### src/rtl/engine_dispatcher.sv
// engine_dispatcher: spreads the pixels of one line over NUM_ENGINES Mandelbrot
// engines and funnels their depth results into a line-buffer write port.
// Each engine owns one result slot; an engine is reused only after its slot
// has been written back.
// Optional build macro DISPATCH_PERF_EN adds a per-line RUN cycle counter on
// line_cycles; without it line_cycles is tied to 0.
module engine_dispatcher #(
    parameter int unsigned NUM_ENGINES = 4,
    parameter int unsigned X_SIZE      = 640,
    parameter int unsigned DEPTH_W     = 10
) (
    input  logic                           out_stream_aclk,
    input  logic                           periph_resetn,
    input  logic                           line_start,
    input  logic [8:0]                     line_y,
    output logic                           busy,
    output logic                           line_done,
    output logic [NUM_ENGINES-1:0]         eng_start,
    output logic [9:0]                     eng_x,
    output logic [8:0]                     eng_y,
    input  logic [NUM_ENGINES-1:0]         eng_done,
    input  logic [NUM_ENGINES*DEPTH_W-1:0] eng_depth,
    output logic                           we_out,
    output logic [9:0]                     addr_out,
    output logic [DEPTH_W-1:0]             depth_out,
    output logic [31:0]                    line_cycles
);

    localparam int unsigned CNT_W = $clog2(X_SIZE + 1);
    localparam int unsigned PTR_W = (NUM_ENGINES > 1) ? $clog2(NUM_ENGINES) : 1;

    localparam logic [1:0] StIdle   = 2'd0;
    localparam logic [1:0] StRun    = 2'd1;
    localparam logic [1:0] StFinish = 2'd2;

    logic [1:0]             state_q, state_d;
    logic [8:0]             eng_y_q, eng_y_d;
    logic [CNT_W-1:0]       disp_cnt_q, disp_cnt_d;
    logic [CNT_W-1:0]       wr_cnt_q, wr_cnt_d;
    logic [PTR_W-1:0]       disp_ptr_q, disp_ptr_d;
    logic [PTR_W-1:0]       wb_ptr_q, wb_ptr_d;

    logic [NUM_ENGINES-1:0] eng_busy_q;
    logic [NUM_ENGINES-1:0] pend_vld_q;
    logic [9:0]             pend_x_q     [NUM_ENGINES];
    logic [DEPTH_W-1:0]     pend_depth_q [NUM_ENGINES];

    logic [NUM_ENGINES-1:0] eng_free;
    logic                   disp_en, disp_found, disp_go;
    logic [PTR_W-1:0]       disp_idx;
    logic                   wb_found;
    logic [PTR_W-1:0]       wb_idx;

    // Index 'off' positions after 'base', wrapping at NUM_ENGINES.
    function automatic logic [PTR_W-1:0] rr_idx(input logic [PTR_W-1:0] base,
                                                input int unsigned off);
        int unsigned sum;
        sum = 32'(base) + off;
        if (sum >= NUM_ENGINES) begin
            sum = sum - NUM_ENGINES;
        end
        return PTR_W'(sum);
    endfunction

    assign eng_free = ~eng_busy_q & ~pend_vld_q;
    assign disp_en  = (state_q == StRun) && (disp_cnt_q < CNT_W'(X_SIZE));
    assign disp_go  = disp_en && disp_found;

    // Round-robin search for the next free engine, starting after the last one launched.
    always_comb begin
        disp_found = 1'b0;
        disp_idx   = '0;
        for (int unsigned k = 0; k < NUM_ENGINES; k++) begin
            if (!disp_found && eng_free[rr_idx(disp_ptr_q, k)]) begin
                disp_found = 1'b1;
                disp_idx   = rr_idx(disp_ptr_q, k);
            end
        end
    end

    // Round-robin search for the next pending result slot to write back.
    always_comb begin
        wb_found = 1'b0;
        wb_idx   = '0;
        for (int unsigned k = 0; k < NUM_ENGINES; k++) begin
            if (!wb_found && pend_vld_q[rr_idx(wb_ptr_q, k)]) begin
                wb_found = 1'b1;
                wb_idx   = rr_idx(wb_ptr_q, k);
            end
        end
    end

    // Launch strobe and line-buffer write port, driven from registered state only.
    always_comb begin
        eng_start = '0;
        if (disp_go) begin
            eng_start[disp_idx] = 1'b1;
        end
        we_out    = wb_found;
        addr_out  = wb_found ? pend_x_q[wb_idx] : '0;
        depth_out = wb_found ? pend_depth_q[wb_idx] : '0;
    end

    assign eng_x     = 10'(disp_cnt_q);
    assign eng_y     = eng_y_q;
    assign busy      = (state_q != StIdle);
    assign line_done = (state_q == StFinish);

    // Line FSM, dispatch/write counters and round-robin pointers.
    always_comb begin
        state_d    = state_q;
        eng_y_d    = eng_y_q;
        disp_cnt_d = disp_cnt_q;
        wr_cnt_d   = wr_cnt_q;
        disp_ptr_d = disp_go ? rr_idx(disp_idx, 1) : disp_ptr_q;
        wb_ptr_d   = wb_found ? rr_idx(wb_idx, 1) : wb_ptr_q;
        case (state_q)
            StIdle: begin
                if (line_start) begin
                    state_d    = StRun;
                    eng_y_d    = line_y;
                    disp_cnt_d = '0;
                    wr_cnt_d   = '0;
                end
            end
            StRun: begin
                if (disp_go) begin
                    disp_cnt_d = disp_cnt_q + CNT_W'(1);
                end
                if (wb_found) begin
                    wr_cnt_d = wr_cnt_q + CNT_W'(1);
                end
                if (wr_cnt_d == CNT_W'(X_SIZE)) begin
                    state_d = StFinish;
                end
            end
            StFinish: begin
                state_d = StIdle;
            end
            default: begin
                state_d = StIdle;
            end
        endcase
    end

    // Control state registers.
    always_ff @(posedge out_stream_aclk or negedge periph_resetn) begin
        if (!periph_resetn) begin
            state_q    <= StIdle;
            eng_y_q    <= '0;
            disp_cnt_q <= '0;
            wr_cnt_q   <= '0;
            disp_ptr_q <= '0;
            wb_ptr_q   <= '0;
        end else begin
            state_q    <= state_d;
            eng_y_q    <= eng_y_d;
            disp_cnt_q <= disp_cnt_d;
            wr_cnt_q   <= wr_cnt_d;
            disp_ptr_q <= disp_ptr_d;
            wb_ptr_q   <= wb_ptr_d;
        end
    end

    // Per-engine busy flag and result slot; x is parked in the slot at launch since
    // the slot is guaranteed empty while the engine is free.
    always_ff @(posedge out_stream_aclk or negedge periph_resetn) begin
        if (!periph_resetn) begin
            eng_busy_q <= '0;
            pend_vld_q <= '0;
            for (int i = 0; i < NUM_ENGINES; i++) begin
                pend_x_q[i]     <= '0;
                pend_depth_q[i] <= '0;
            end
        end else begin
            for (int i = 0; i < NUM_ENGINES; i++) begin
                if (disp_go && (disp_idx == PTR_W'(i))) begin
                    eng_busy_q[i] <= 1'b1;
                    pend_x_q[i]   <= eng_x;
                end else if (eng_done[i] && eng_busy_q[i]) begin
                    eng_busy_q[i]   <= 1'b0;
                    pend_vld_q[i]   <= 1'b1;
                    pend_depth_q[i] <= eng_depth[i*DEPTH_W +: DEPTH_W];
                end
                if (wb_found && (wb_idx == PTR_W'(i))) begin
                    pend_vld_q[i] <= 1'b0;
                end
            end
        end
    end

`ifdef DISPATCH_PERF_EN
    logic [31:0] cyc_cnt_q;
    logic [31:0] line_cycles_q;

    // Count RUN cycles of the current line and publish the total at line_done.
    always_ff @(posedge out_stream_aclk or negedge periph_resetn) begin
        if (!periph_resetn) begin
            cyc_cnt_q     <= '0;
            line_cycles_q <= '0;
        end else begin
            if ((state_q == StIdle) && line_start) begin
                cyc_cnt_q <= '0;
            end else if (state_q == StRun) begin
                cyc_cnt_q <= cyc_cnt_q + 32'd1;
            end
            if (state_q == StFinish) begin
                line_cycles_q <= cyc_cnt_q;
            end
        end
    end

    assign line_cycles = line_cycles_q;
`else
    assign line_cycles = 32'd0;
`endif

endmodule
### config.mk
export PLATFORM = sky130hd
export DESIGN_NAME = engine_dispatcher
export DESIGN_NICKNAME = d
export VERILOG_FILES = /design/src/rtl/engine_dispatcher.sv
export SDC_FILE = /design/constraint.sdc
export NUM_CORES = 1
export LEC_CHECK = 0
export BUFFER_PORTS_ARGS = -buffer_cell sky130_fd_sc_hd__buf_2
export CORE_UTILIZATION = 55
export CTS_BUF_LIST = sky130_fd_sc_hd__clkbuf_16
export DETAILED_ROUTE_END_ITERATION = 8
export HOLD_SLACK_MARGIN = 0.12
export PLACE_DENSITY = 0.86
export SLEW_MARGIN = 20
export SYNTH_ARGS = -nofsm -noshare
export SYNTH_HDL_FRONTEND = slang
export SYNTH_SLANG_ARGS = --single-unit
export TNS_END_PERCENT = 1
### constraint.sdc
create_clock -name out_stream_aclk -period 2.3 [get_ports out_stream_aclk]
set_input_delay 0.46 -clock out_stream_aclk [delete_from_list [all_inputs] [get_ports out_stream_aclk]]
set_output_delay 0.46 -clock out_stream_aclk [all_outputs]
set_load 0.02 [all_outputs]
==> metrics.cfg, run 1 <==
[outcome]
status = finished, violations left
violations = setup timing

[place]
gp_congestion = 0.855
hpwl_um = 9590
io_buffers = 101

[die]
die_h_um = 110
core_um2 = 11100
ios = 134
start_util_pct = 57.5
die_w_um = 110
dieArea_um2 = 12000
rows = 38

[sta]
period_needed_ns = 2.62
hold_violations = 0
post-route-period-util_pct = 114
final-setup-viol-count = 25
tightest_slew_ns = 0.699
drv_slew = 0
grt_setup_unrepaired = yes
maxSlewHeadroom_pct = 52.8
setup_slack_ns = -0.317
fin_skew_ns = 0.00477
fmax_ghz = 0.382

[layout]
layout_common_cells = dfrtp_1 (119), buf_2 (79), buf_4 (49)
utilization_pct = 72.1
finalNetCount = 733
area.growth.synth_to_final_pct = 25.4
final_common_cell = dfrtp_1
num_antenna_cells = 0
drive_gt1_share_pct = 43.0

[logic_synthesis]
syn_inst = 538
synth_area_um2 = 6370
ys_types = 58
synth_area_per_cell_um2 = 11.8
synth-warning-count = 0
synth-edff-count = 0
ys_seq_area_share_pct = 48.3
synth-seq-cells = 123
ys.flop_type = dfrtp_1
synthArstFlopShare_pct = 100

[power_and_ir_drop]
seqPwrFrac_pct = 26.4
cellLeakagePower_nw = 3.92
vdd_drop_max_v = 0.00145
p_int_w = 0.00895
swShare_pct = 39.9
power_per_cell_area_nw_per_um2 = 1870
power.total_w = 0.0149
power_frac_comb_pct = 58.0
switchingPower_w = 0.00595
clkPwrFrac_pct = 15.6

[detailed_routing]
ant_nets = 0
vias = 4674
wl_um = 15300
drtIter0Drc = 264
drt_first_pass_iters = 5
drc_errors = 0
via_per_inst = 5.68
wl_per_cell_um = 18.6

[clock_network]
cts.clk_slew.worst_paths_ns = 0.05
h-tree-depth = 4
clk_latency_ns = 0.41
cts_hold_buf = 0
cts_tree = done
cts.path.max_buffers = 2
cts.sinks = 123
root_buffer = clkbuf_16
cts_made_buffers = 17

[critical_path]
cp.arrival_ns = 2.16
crit_start = pend_vld_q[0]
cp_max_fo = 5
worstSetupStartpointType = flop
critPathKind = reg -> out
r2r_start = pend_vld_q[0]
end_kind = primary output
required_ns = 1.84

[grt]
track_usage_pct = 26.6
antenna_found_initial = 0
grt_pass1_wl_um = 23500
grt_max_degree = 124
grt-ovfl-total = 0
grt_pass1_vias = 4671

[job]
maxCapViolCount = 0

[worst_hold_path]
hold_class = in -> async

## power groups by stage
stage	logic [W]	clock network, W	registers [W]
CTS	0.00811	0.00236	0.00386
finish	0.00864	0.00233	0.00393
global route	0.00917	0.00247	0.00403
detailed placement	0.00700	0	0.00385
floorplan	0.00516	0	0.00367
global placement	0.00676	0	0.00375
## worst paths after layout
| kind | to | slack (ns) | cells past startpoint |
|---|---|---|---|
| max in group asynchronous | pend_vld_q[0] | 1.62 | 2 |
| setup / recovery | addr_out[9] | -0.32 | 8 |
| hold reg to reg | eng_y[8] | 0.48 | 2 |
| min in group out_stream_aclk | eng_y[0] | 0.25 | 3 |
| hold / removal | eng_y[5] | 0.12 | 2 |
| setup reg to reg | pend_x_q[31] | 0 | 8 |
## state kept, by name, indices dropped and copies added (netlist names)
signal,count
pend_depth_q,40
disp_ptr_q,2
pend_vld_q,4
eng_busy_q,4
eng_x,10
state_q,2
eng_y,9
pend_x_q,40
wr_cnt_q,10
wb_ptr_q,2
## kinds of logic after synthesis
logic type	Yosys count	synth area share (%)
flip-flops	123	48.3
AND/OR/NAND/NOR	122	10.5
multiplexers	120	22.3
AO/OA/AOI/OAI	83	9.12
buffers and inverters	74	7.19
XOR/XNOR	9	1.24
adder cells (fa/ha/maj)	6	1.18
other	1	0.0589
## Yosys cell counts (4+ instances only)
| library cell | n | area (µm²) |
|---|---|---|
| nor3_1 | 4 | 20.0 |
| ha_1 | 6 | 75.1 |
| dfrtp_1 | 123 | 3080 |
| a21o_1 | 5 | 37.5 |
| buf_2 | 6 | 30.0 |
| buf_6 | 6 | 67.6 |
| nor2_1 | 24 | 90.1 |
| o22ai_1 | 22 | 138 |
| clkbuf_1 | 16 | 60.1 |
| buf_4 | 34 | 255 |
| nand2_1 | 47 | 176 |
| xor2_1 | 8 | 70.1 |
| nand4_1 | 7 | 43.8 |
| a21oi_1 | 12 | 60.1 |
| nand3_1 | 9 | 45.0 |
| mux2_4 | 32 | 480 |
| mux2i_1 | 40 | 400 |
| o21ai_0 | 19 | 95.1 |
| nand2b_1 | 4 | 25.0 |
| inv_1 | 12 | 45.0 |
| mux2_2 | 48 | 541 |
| o31ai_1 | 4 | 30.0 |
## final cells by class
type / instances / area, µm²
clock buffers: 17 / 425
clock inverters: 14 / 90.1
fillers: 736 / 3090
inverters: 12 / 45.0
multi-input cells: 372 / 3110
flip-flops and latches: 123 / 3080
well taps: 140 / 175
repair buffers: 145 / 1060
## worst max-delay path: stages (launching register included)
cell     delay, ns
dfrtp_2       0.45
a21o_1        0.20
a21oi_2       0.17
o22ai_4       0.10
buf_8         0.16
buf_12        0.14
mux2i_4       0.19
o22ai_2       0.16
buf_2         0.19
## metal layers
| metal | GRT usage, % | share of wire [%] | vias to the layer above |
|---|---|---|---|
| li1 | - | - | 2137 |
| met2 | 46.0 | 51 | 204 |
| met3 | 8.06 | 6.1 | 31 |
| met1 | 31.4 | 41 | 2302 |
| met4 | 8.95 | 2.2 | 0 |
| met5 | 0 | 0 | - |
## through the flow
stage	worst slack [ns]	setup TNS, ns	instance area (µm²)	cells	hold WS (ns)
global route	-0.386	-8.70	7980	823	0.166
global placement	0.0164	0	7010	774	0.452
detailed placement	0.0191	0	7010	774	0.470
finish	-0.317	-6.26	7980	823	0.117
CTS	-0.279	-5.41	7850	820	0.175
floorplan	0.0582	0	6480	569	0.164
## what timing repair did
action / CTS / global route
setup endpoints to repair: 24 / 40
resized for setup: 50 / 22
gates cloned: 2 / 1
buffers inserted: 13 / 2
pin swaps: 11 / 3
(Power assumes the default switching activity.)
==> inputs of run 2 (changes only) <==
- MAX_ROUTING_LAYER: unset -> met4
==> run 2 against run 1 <==
  * The run still ends with setup timing left
  * Sequential power about the same
  * Clock skew up 0.0021 ns
  * Global-route usage up 0.83 points
  * Fmax down 0.36%
  * Critical path type unchanged
  * Critical endpoint unchanged
  * Highest routed layer unchanged
==> metrics.cfg, run 2 (same netlist as run 1, synthesis figures left out) <==
[layout]
largestRegisters = pend_depth_q (40), pend_x_q (40)
utilization_pct = 72.1
finalInstanceArea_um2 = 7980
drive_gt1_share_pct = 43.0
nFillCells = 736
final_common_cell = dfrtp_1
num_antenna_cells = 0
layout_common_cells = dfrtp_1 (119), buf_2 (79), buf_4 (49)
finalNetCount = 733
area.growth.synth_to_final_pct = 25.4

[critical_path]
reg2reg_depth = 8
r2r_setup_slack_ns = -0.02
end_kind = primary output
critPathKind = reg -> out
cp.arrival_ns = 2.17
worstSetupStartpointType = flop
required_ns = 1.84
cpPeakStageDelay_ns = 0.45
r2r_end = pend_x_q[31]
path_cells = a21o_1, a21oi_2, o22ai_4, buf_8, buf_12, mux2i_4, o22ai_2, buf_2
cp_slowest_cell = dfrtp_2
r2r_start = pend_vld_q[0]
cp_max_fo = 5

[grt]
grt_max_degree = 124
track_usage_pct = 27.4
grt_pass1_wl_um = 23500
grt_pass1_vias = 4666
grt-ovfl-total = 0
antenna_found_initial = 0

[die]
die_w_um = 110
core_um2 = 11100
die_h_um = 110
start_util_pct = 57.5
rows = 38
ios = 134
dieArea_um2 = 12000

[power_and_ir_drop]
vdd_drop_max_v = 0.00146
power_per_cell_area_nw_per_um2 = 1870
cellLeakagePower_nw = 3.92

[clock_network]
cts.path.max_buffers = 2
clk_latency_ns = 0.41
h-tree-depth = 4
root_buffer = clkbuf_16
cts.sinks = 123
cts_made_buffers = 17
cts.clk_slew.worst_paths_ns = 0.05
cts_tree = done

[sta]
drv_slew = 0
fmax_ghz = 0.381
period_needed_ns = 2.63
fin_skew_ns = 0.00684
hold_violations = 0
post-route-period-util_pct = 114
tightest_slew_ns = 0.675
setup_slack_ns = -0.327
final-setup-viol-count = 25
grt_setup_unrepaired = yes
maxSlewHeadroom_pct = 54.4

[place]
hpwl_um = 9590
io_buffers = 101
placed_area_um2 = 7010
gp_congestion = 0.868

[outcome]
violations = setup timing
status = finished, violations left

[job]
maxCapViolCount = 0

[detailed_routing]
vias = 4628
drt_first_pass_iters = 4
drtIter0Drc = 290
via_per_inst = 5.62
wl_per_cell_um = 18.6
drc_errors = 0
wl_um = 15300
ant_nets = 0

[worst_hold_path]
hold_class = in -> async

[run 2: cell counts in the layout (fill, tap and decap cells not counted)]
Identical to the previous run, type by type.
[run 2: timing repair]
item | in CTS | in global routing
hold buffers | 0 | 0
resized for setup | 50 | 22
setup buffers | 13 | 2
setup endpoints to repair | 24 | 40
pin swaps | 11 | 3
cloned | 2 | 1
[run 2: area by class of cell]
cell class,instances,area [µm²],area share [%]
clock inverters,14,90.1,1.13
inverters,12,45.0,0.564
multi-input cells,372,3110,38.9
clock buffers,17,425,5.33
repair buffers,145,1060,13.2
flip-flops and latches,123,3080,38.6
well taps,140,175,2.19
[run 2: metrics by stage]
step / worst slack (ns) / total power [W] / setup TNS (ns) / instances / hold slack, ns
final: -0.327 / 0.0149 / -6.46 / 823 / 0.138
after global routing: -0.382 / 0.0157 / -8.61 / 823 / 0.181
after CTS: -0.279 / 0.0143 / -5.41 / 820 / 0.175
after detailed placement: 0.0191 / 0.0109 / 0 / 774 / 0.470
after global placement: 0.0164 / 0.0105 / 0 / 774 / 0.452
after floorplan: 0.0582 / 0.00883 / 0 / 569 / 0.164
[run 2: worst max path at each step]
stage	startpoint	to	cells after the start
3_5_place_dp	wb_ptr_q[0]	addr_out[9]	7
5_1_grt	pend_vld_q[0]	addr_out[9]	8
6_report	pend_vld_q[0]	addr_out[9]	8
4_1_cts	wb_ptr_q[0]	addr_out[9]	8
2_1_floorplan	pend_vld_q[0]	addr_out[0]	7
3_3_place_gp	wb_ptr_q[0]	addr_out[9]	7
[run 2: metal layers]
layer	up-vias	track usage, %	wire, µm
li1	2131	-	-
met1	2267	31.9	6090
met2	199	46.0	7770
met3	31	7.47	1060
met4	0	8.95	367
met5	-	-	0
[run 2: worst max-delay path, delay by kind of cell, from the launching register on]
kind                   cells  cell delay (ns)
multiplexers               1             0.18
AO/OA/AOI/OAI              4             0.63
flip-flops                 1             0.45
buffers and inverters      3             0.49
[run 2: power by group]
part	switching, W	internal [W]
sequential	0.000834	0.00309
clock	0.000892	0.00144
combinational	0.00423	0.00442
